File: config.mk
export PLATFORM = sky130hd
export DESIGN_NAME = sd_xfer_arb
export DESIGN_NICKNAME = d
export VERILOG_FILES = /design/src/rtl/sd_xfer_arb.sv
export SDC_FILE = /design/constraint.sdc
export NUM_CORES = 1
export LEC_CHECK = 0
export CAP_MARGIN = 20
export CORE_ASPECT_RATIO = 0.7
export CORE_MARGIN = 3
export CORE_UTILIZATION = 35
export CTS_CLUSTER_SIZE = 25
export DETAILED_ROUTE_END_ITERATION = 12
export PLACE_DENSITY = 0.66
export SLEW_MARGIN = 20
export SYNTH_ARGS = -nofsm -noshare
export SYNTH_HDL_FRONTEND = slang
export SYNTH_SLANG_ARGS = --single-unit
File: constraint.sdc
create_clock -name clk -period 2.54 [get_ports clk]
set_input_delay 0.508 -clock clk [delete_from_list [all_inputs] [get_ports clk]]
set_output_delay 0.508 -clock clk [all_outputs]
set_load 0.05 [all_outputs]
File: src/rtl/sd_xfer_arb.sv
// Two-requester block arbiter/sequencer in front of the single sd_controller.
// Grants one whole block per request, routes the byte handshakes to the owner and reports done/err.
module sd_xfer_arb #(
    parameter int BLOCKSIZE     = 512,
    parameter int START_TIMEOUT = 65535
) (
    input  logic        clk,
    input  logic        rst_n,
    input  logic        r0_req,
    input  logic        r1_req,
    input  logic        r0_wr,
    input  logic        r1_wr,
    input  logic [31:0] r0_addr,
    input  logic [31:0] r1_addr,
    output logic        r0_grant,
    output logic        r1_grant,
    output logic        r0_done,
    output logic        r1_done,
    output logic        r0_err,
    output logic        r1_err,
    input  logic [7:0]  r0_din,
    input  logic [7:0]  r1_din,
    input  logic        r0_din_valid,
    input  logic        r1_din_valid,
    output logic        r0_din_taken,
    output logic        r1_din_taken,
    output logic [7:0]  r0_dout,
    output logic [7:0]  r1_dout,
    output logic        r0_dout_avail,
    output logic        r1_dout_avail,
    input  logic        r0_dout_taken,
    input  logic        r1_dout_taken,
    output logic        sd_rd,
    output logic        sd_wr,
    output logic [31:0] sd_addr,
    input  logic        sd_busy,
    input  logic        sd_error,
    input  logic [2:0]  sd_error_code,
    output logic [7:0]  sd_din,
    output logic        sd_din_valid,
    input  logic        sd_din_taken,
    input  logic [7:0]  sd_dout,
    input  logic        sd_dout_avail,
    output logic        sd_dout_taken,
    output logic [2:0]  last_err_code,
    output logic [2:0]  arb_state
);

    localparam int CW = (BLOCKSIZE > 1) ? $clog2(BLOCKSIZE) : 1;
    localparam logic [CW-1:0] LAST_BYTE = CW'(BLOCKSIZE - 1);
    localparam logic [31:0]   TMO_LAST  = 32'(START_TIMEOUT - 1);

    localparam logic [2:0] S_IDLE    = 3'd0;
    localparam logic [2:0] S_WAITRDY = 3'd1;
    localparam logic [2:0] S_START   = 3'd2;
    localparam logic [2:0] S_XFER    = 3'd3;
    localparam logic [2:0] S_DRAIN   = 3'd4;
    localparam logic [2:0] S_DONE    = 3'd5;
    localparam logic [2:0] S_ERR     = 3'd6;

    logic [2:0]    state;
    logic          owner;
    logic          last;
    logic          wr_q;
    logic          err_q;
    logic          hs_prev;
    logic [31:0]   addr_q;
    logic [CW-1:0] byte_cnt;
    logic [31:0]   tmo_cnt;

    logic route, owns, cmd, pick, hs, hs_edge, hs_idle, tmo_hit;

    // Both requesting: the one that did not win last time goes next.
    assign pick    = (r0_req && r1_req) ? ~last : r1_req;
    assign route   = (state == S_XFER) || (state == S_DRAIN);
    assign owns    = (state != S_IDLE) && (state != S_DONE);
    assign cmd     = (state == S_START) || (state == S_XFER);
    assign hs      = wr_q ? sd_din_taken : sd_dout_taken;
    assign hs_edge = hs && !hs_prev;
    assign hs_idle = wr_q ? !(sd_din_valid || sd_din_taken) : !(sd_dout_avail || sd_dout_taken);
    assign tmo_hit = (START_TIMEOUT != 0) && (tmo_cnt == TMO_LAST);

    assign sd_rd     = cmd && !wr_q;
    assign sd_wr     = cmd && wr_q;
    assign sd_addr   = addr_q;
    assign arb_state = state;

    assign r0_grant = owns && !owner;
    assign r1_grant = owns && owner;
    assign r0_done  = (state == S_DONE) && !owner;
    assign r1_done  = (state == S_DONE) && owner;
    assign r0_err   = r0_done && err_q;
    assign r1_err   = r1_done && err_q;

    assign sd_din        = route ? (owner ? r1_din : r0_din) : 8'h00;
    assign sd_din_valid  = route && (owner ? r1_din_valid : r0_din_valid);
    assign sd_dout_taken = route && (owner ? r1_dout_taken : r0_dout_taken);

    assign r0_din_taken  = route && !owner && sd_din_taken;
    assign r1_din_taken  = route && owner && sd_din_taken;
    assign r0_dout_avail = route && !owner && sd_dout_avail;
    assign r1_dout_avail = route && owner && sd_dout_avail;
    assign r0_dout       = (route && !owner) ? sd_dout : 8'h00;
    assign r1_dout       = (route && owner) ? sd_dout : 8'h00;

    always_ff @(posedge clk or negedge rst_n) begin
        if (!rst_n) begin
            state         <= S_IDLE;
            owner         <= 1'b0;
            last          <= 1'b1;
            wr_q          <= 1'b0;
            err_q         <= 1'b0;
            hs_prev       <= 1'b0;
            addr_q        <= 32'h0;
            byte_cnt      <= '0;
            tmo_cnt       <= 32'h0;
            last_err_code <= 3'b000;
        end else begin
            hs_prev <= hs;
            case (state)
                S_IDLE: begin
                    if (r0_req || r1_req) begin
                        owner    <= pick;
                        last     <= pick;
                        wr_q     <= pick ? r1_wr : r0_wr;
                        addr_q   <= pick ? r1_addr : r0_addr;
                        byte_cnt <= '0;
                        tmo_cnt  <= 32'h0;
                        err_q    <= 1'b0;
                        state    <= S_WAITRDY;
                    end
                end
                S_WAITRDY: if (!sd_busy) state <= S_START;
                S_START: begin
                    if (sd_error) begin
                        last_err_code <= sd_error_code;
                        err_q         <= 1'b1;
                        tmo_cnt       <= 32'h0;
                        state         <= S_ERR;
                    end else if (sd_busy) begin
                        tmo_cnt <= 32'h0;
                        state   <= S_XFER;
                    end else if (tmo_hit) begin
                        last_err_code <= 3'b111;
                        err_q         <= 1'b1;
                        tmo_cnt       <= 32'h0;
                        state         <= S_ERR;
                    end else begin
                        tmo_cnt <= tmo_cnt + 32'd1;
                    end
                end
                S_XFER: begin
                    // Error beats a completing byte in the same cycle.
                    if (sd_error) begin
                        last_err_code <= sd_error_code;
                        err_q         <= 1'b1;
                        state         <= S_ERR;
                    end else if (hs_edge) begin
                        byte_cnt <= byte_cnt + CW'(1);
                        if (byte_cnt == LAST_BYTE) state <= S_DRAIN;
                    end
                end
                S_DRAIN: begin
                    if (sd_error) begin
                        last_err_code <= sd_error_code;
                        err_q         <= 1'b1;
                        state         <= S_ERR;
                    end else if (hs_idle && !sd_busy) begin
                        state <= S_DONE;
                    end
                end
                S_ERR:   if (!sd_busy) state <= S_DONE;
                S_DONE:  state <= S_IDLE;
                default: state <= S_IDLE;
            endcase
        end
    end

endmodule

== Yosys cells after proc, flatten, opt, wreduce, memory -nomap -nowiden ==
Index checks and enable logic that the tools add are counted.
Storage, ports and cells
  word-level logic and storage cells: 121
  output and inout bits: 76
  flip-flop bits (word level): 84
  input port bits: 105
Operators by class
  multiplexer cells: 43
  add/sub/neg operators: 2
  reduce and logical (&&, ||, !) cells: 44
  equality and inequality tests: 21
  bitwise operators: 1
Operator list (count)
  32-bit two-way mux: 5
  32-bit one-hot mux with 2 select lines: 1
  3-bit two-way mux: 15
  32-bit by 1-bit adder with 32-bit output (second input constant): 1
  32-bit by 16-bit == test with 1-bit output (second input constant): 1
  8-bit two-way mux: 4
  9-bit two-way mux: 3
  1-bit logical AND: 20
  3-bit one-hot mux with 6 select lines: 1
  9-bit one-hot mux with 2 select lines: 1
  3-bit inequality test (second input constant): 4
  1-bit two-way mux: 11
  2-bit inequality test (second input constant): 5
  9-bit by 1-bit adder with 9-bit output (second input constant): 1
  3-bit == test (second input constant): 3
  9-bit == test (second input constant): 1
  4-bit AND reduction: 2
  7-bit AND reduction: 1
  3-bit by 2-bit == test with 1-bit output (second input constant): 2
  1-bit zero test: 6
  3-bit by 2-bit inequality test with 1-bit output (second input constant): 2
  3-bit one-hot mux with 2 select lines: 1
  2-bit nonzero test: 3
  3-bit nonzero test: 2
  10 further kinds: 15

== Depth between registers and ports, before layout ==
  word-level depth: 10
  depth in mapped cells: 10
  mapped depth without buffers: 10

== Worst setup path after synthesis ==
OpenSTA, ideal clock, no wires.
  kind: register to output
  start point: register state[0], in the netlist arb_state[0]
  end point: output port r0_grant
  stages on the path, launching flop included: 6
  slack: -0.184 ns
  path buffers: 2
  required time: 2.032 ns
  data arrival time: 2.216 ns
  path through: dfrtp_1 clkbuf_1 clkbuf_1 xor2_1 nor2_1 nor2_1
Between the ends
  longest elaborated chain between the ends: 3
  elaborated cells between the ends (all ways): 4
  classes of those cells: 1 x eq/ne; 3 x reduce/logical
RTL lines
  from (decl): line 61  | logic [2:0] state;
  from (signal assigned): line 108  | state <= S_IDLE;
  from (signal assigned): line 130  | state <= S_WAITRDY;
  from (signal assigned): line 133  | S_WAITRDY: if (!sd_busy) state <= S_START;
  3-bit inequality test / 3-bit nonzero test (equally long branches): line 76  | assign owns = (state != S_IDLE) && (state != S_DONE);
  1-bit logical AND (*): line 76
  1-bit logical AND (*): line 88  | assign r0_grant = owns && !owner;
  to (decl): line 15  | output logic r0_grant,
Every way passes the cells marked *; elsewhere a longest branch is shown, timed or not.

== Worst setup path in the final report ==
  start point: register tmo_cnt[26]
  end point: register last_err_code[2]
Between the ends
  longest elaborated chain between the ends: 3
RTL lines
  from (decl): line 69  | logic [31:0] tmo_cnt;
  from (signal assigned): line 149  | tmo_cnt <= tmo_cnt + 32'd1;
  32-bit by 16-bit == test with 1-bit output: line 81  | assign tmo_hit = (START_TIMEOUT != 0) && (tmo_cnt == TMO_LAST);
  3-bit inequality test (no source line)
  4-bit AND reduction (no source line)
  to (signal assigned): line 136  | last_err_code <= sd_error_code;
  to (signal assigned): line 155  | last_err_code <= sd_error_code;
  to (signal assigned): line 165  | last_err_code <= sd_error_code;
  to (decl): line 45  | output logic [2:0] last_err_code,
No other way between the ends.
A chain may end at the register's enable or synchronous reset.

==> impl_metrics.json <==
{
  "outcome": "complete, no violations",
  "clkLatencyLatePin_ns": 0.33,
  "rsz0062_at_grt": "false",
  "slew_violations": 0,
  "final.setup.tns_ns": 0,
  "synth_top_family_by_area": "simple AND/OR/NAND/NOR gates",
  "end_kind": "register",
  "ys_warn_count": 0,
  "clock.fmax_ghz": 0.4096,
  "power_frac_clock_pct": 13.8,
  "io_pins": 181,
  "dpl_worst_slack_ns": -0.1442,
  "seq_area_frac_synth_pct": 44.11,
  "ys.flop_type": "dfrtp_1",
  "layout_min_cycle_time_ns": 2.442,
  "synth_edf_count": 0,
  "holdWs_ns": 0.1779,
  "fin_util_pct": 56.98,
  "timing.final.crit_share_pct": 96.12,
  "antenna_found_initial": 0,
  "worst_pin_slew_ns": 0.8634,
  "fill_cells": 1158,
  "r2r_cells": 6,
  "cts-htree-levels": 3,
  "p_per_area_nw_per_um2": 1112,
  "worstHoldPathType": "primary input to asynchronous set/reset pin",
  "finClkSkew_ns": 0.004463,
  "multi_input_area_um2": 2530,
  "p_sw_mw": 3.955,
  "required_ns": 2.76,
  "cts_sinks": 84,
  "maxSlewHeadroom_pct": 42.01,
  "io_buffers": 180,
  "drive_gt1_share_pct": 17.26,
  "worstPathMaxFanout": 4,
  "synth-async-reset-ratio_pct": 100.0,
  "drtIter0Drc": 275,
  "final_nets": 811,
  "criticalPathCategory": "register to register",
  "grt_pass1_wl_um": 22310,
  "synthAdderAreaFrac_pct": 1.050,
  "drt-wirelength-per-cell_um": 15.31,
  "cap_violations": 0,
  "synth-seq-cells": 84,
  "dp_hpwl_um": 10330,
  "die_y_um": 103.7,
  "rows": 35,
  "cts_tree": "yes",
  "p_seq_share_pct": 24.0,
  "final_cells": 892,
  "synthMuxAreaShare_pct": 10.63,
  "vias": 4489,
  "synth-compound-area-share_pct": 10.78,
  "clock_path_buffers": 2,
  "placedCellCount": 874,
  "n_antenna_cell": 0,
  "setup_viol": 0,
  "place_congestion": 0.8433,
  "numCtsBuffers": 9,
  "via_per_inst": 5.033,
  "cts_root_buf": "clkbuf_16",
  "syn2layout_area_growth_pct": 58.04,
  "p_comb_share_pct": 62.3,
  "seqCellArea_um2": 2107,
  "avgSynthCellArea_um2": 9.223,
  "synthesis.instances": 517,
  "dieArea_um2": 15080,
  "clkTransAtPathRegs_ns": 0.06,
  "yosysUniqueCellTypes": 53,
  "start_kind": "register",
  "drc": 0,
  "syn_area_um2": 4768,
  "grt_overflow": 0,
  "p_int_mw": 4.424,
  "start_util_pct": 36.05,
  "grt_max_degree": 59,
  "ir_drop_mv": 0.6702,
  "p_leak_nw": 3.228,
  "hold_viol": 0,
  "synth-xor-area-share_pct": 4.408,
  "drtAntennaViolNets": 0,
  "die_w_um": 145.5,
  "routed_wl_um": 13650,
  "hold_buffers": 0,
  "grt_use_total_pct": 17.90,
  "firstDrtPassIters": 4,
  "core-area_um2": 13230,
  "switching_share_pct": 47.20,
  "arrival_ns": 2.66,
  "grt_pass1_vias": 4367,
  "synth_nets": 626,
  "layout_setup_ws_ns": 0.09846,
  "synth-simple-area-share_pct": 24.88
}
## kinds of logic (layout without fill, tap and decap cells)
group	count (synthesis)	after routing
xor+xnor	24	24
fa+ha+maj	4	4
mux	50	50
simple gates	220	220
buf+inv	45	235
flops	84	84
compound gates	90	90
## metal layers
layer  part of all wire [%]  wire length, um  global-route usage [%]  vias to the layer above
li1                       -                -                       -                     2170
met4                    1.8              247                   5.894                        0
met5                      0                0                       0                        -
met2                     44             5957                   26.79                      184
met3                    7.2              979                   5.466                       15
met1                     47             6468                   24.77                     2120
## synthesized netlist by cell type (all sizes together) (4+ instances only)
cell | number | area, um^2
nor2 | 96 | 375.4
dfrtp | 83 | 2077
mux2i | 45 | 450.4
a21oi | 44 | 224.0
and3 | 29 | 181.4
o21ai | 23 | 115.1
clkbuf | 21 | 78.83
nand2 | 20 | 75.07
nand3 | 18 | 90.09
xor2 | 14 | 122.6
buf | 12 | 73.82
inv | 12 | 45.04
nand2b | 10 | 70.06
nor3 | 10 | 61.31
nor4 | 10 | 122.6
xnor2 | 10 | 87.58
nand4 | 7 | 58.81
a31oi | 6 | 37.54
mux2 | 5 | 56.30
ha | 4 | 50.05
or3 | 4 | 25.02
## power groups by stage
stage / Combinational, mW / Clock, mW / Sequential, mW
3_5_place_dp: 5.18 / 0 / 2.04
5_1_grt: 5.53 / 1.25 / 2.06
3_3_place_gp: 5.12 / 0 / 2.02
2_1_floorplan: 2.12 / 0 / 2.96
4_1_cts: 5.19 / 1.19 / 2.03
6_report: 5.22 / 1.15 / 2.01
## area by class of cell
class	count	share of cell area [%]
Sequential cell	84	27.96
Timing Repair Buffer	207	31.45
Clock buffer	15	3.287
Multi-Input combinational cell	388	33.57
Inverter	12	0.5977
Clock inverter	1	0.06641
Tap cell	185	3.072
## worst max-delay path, cell delays in order (launching register included)
cell	delay (ns)
dfrtp_1	0.41
or4_1	0.56
or4_4	0.45
nor3_4	0.22
a31oi_1	0.13
nor2_2	0.19
mux2_2	0.36
## sequential cells by signal, summed over array words and instances (netlist names)
name	count
hs_prev	1
err_q	1
byte_cnt	9
arb_state	3
last_err_code	3
tmo_cnt	32
sd_addr	32
last	1
owner	1
wr_q	1
## stage by stage
stage	cell area, um^2	power [mW]
after floorplan	4796	5.080
after global placement	7248	7.144
after detailed placement	7248	7.216
after CTS	7503	8.405
after global routing	7536	8.840
final	7536	8.379
## worst paths after layout
kind,from,endpoint,slack [ns]
setup reg to reg,tmo_cnt[26],last_err_code[2],0.1
max in group asynchronous,rst_n,sd_addr[30],1.76
setup / recovery,tmo_cnt[26],last_err_code[2],0.1
hold reg to reg,byte_cnt[7],byte_cnt[7],0.47
min in group clk,byte_cnt[7],byte_cnt[7],0.47
hold / removal,rst_n,tmo_cnt[15],0.18
## placed cells by master, fill, tap and decap left out, drive strengths merged, types with 18 or more instances in the layout
cell type,Yosys,final
a21oi,44,44
clkdlybuf4s50,0,141
nand3,18,18
buf,12,66
nor2,96,96
o21ai,23,23
and3,29,29
dfrtp,83,83
mux2i,45,45
nand2,20,20
## timing repair
item,in CTS,in global routing
gates resized for setup,1,5
pin swaps,0,1
setup buffers,0,2
setup endpoints to repair,20,23
Power figures use the tool's default switching activity.
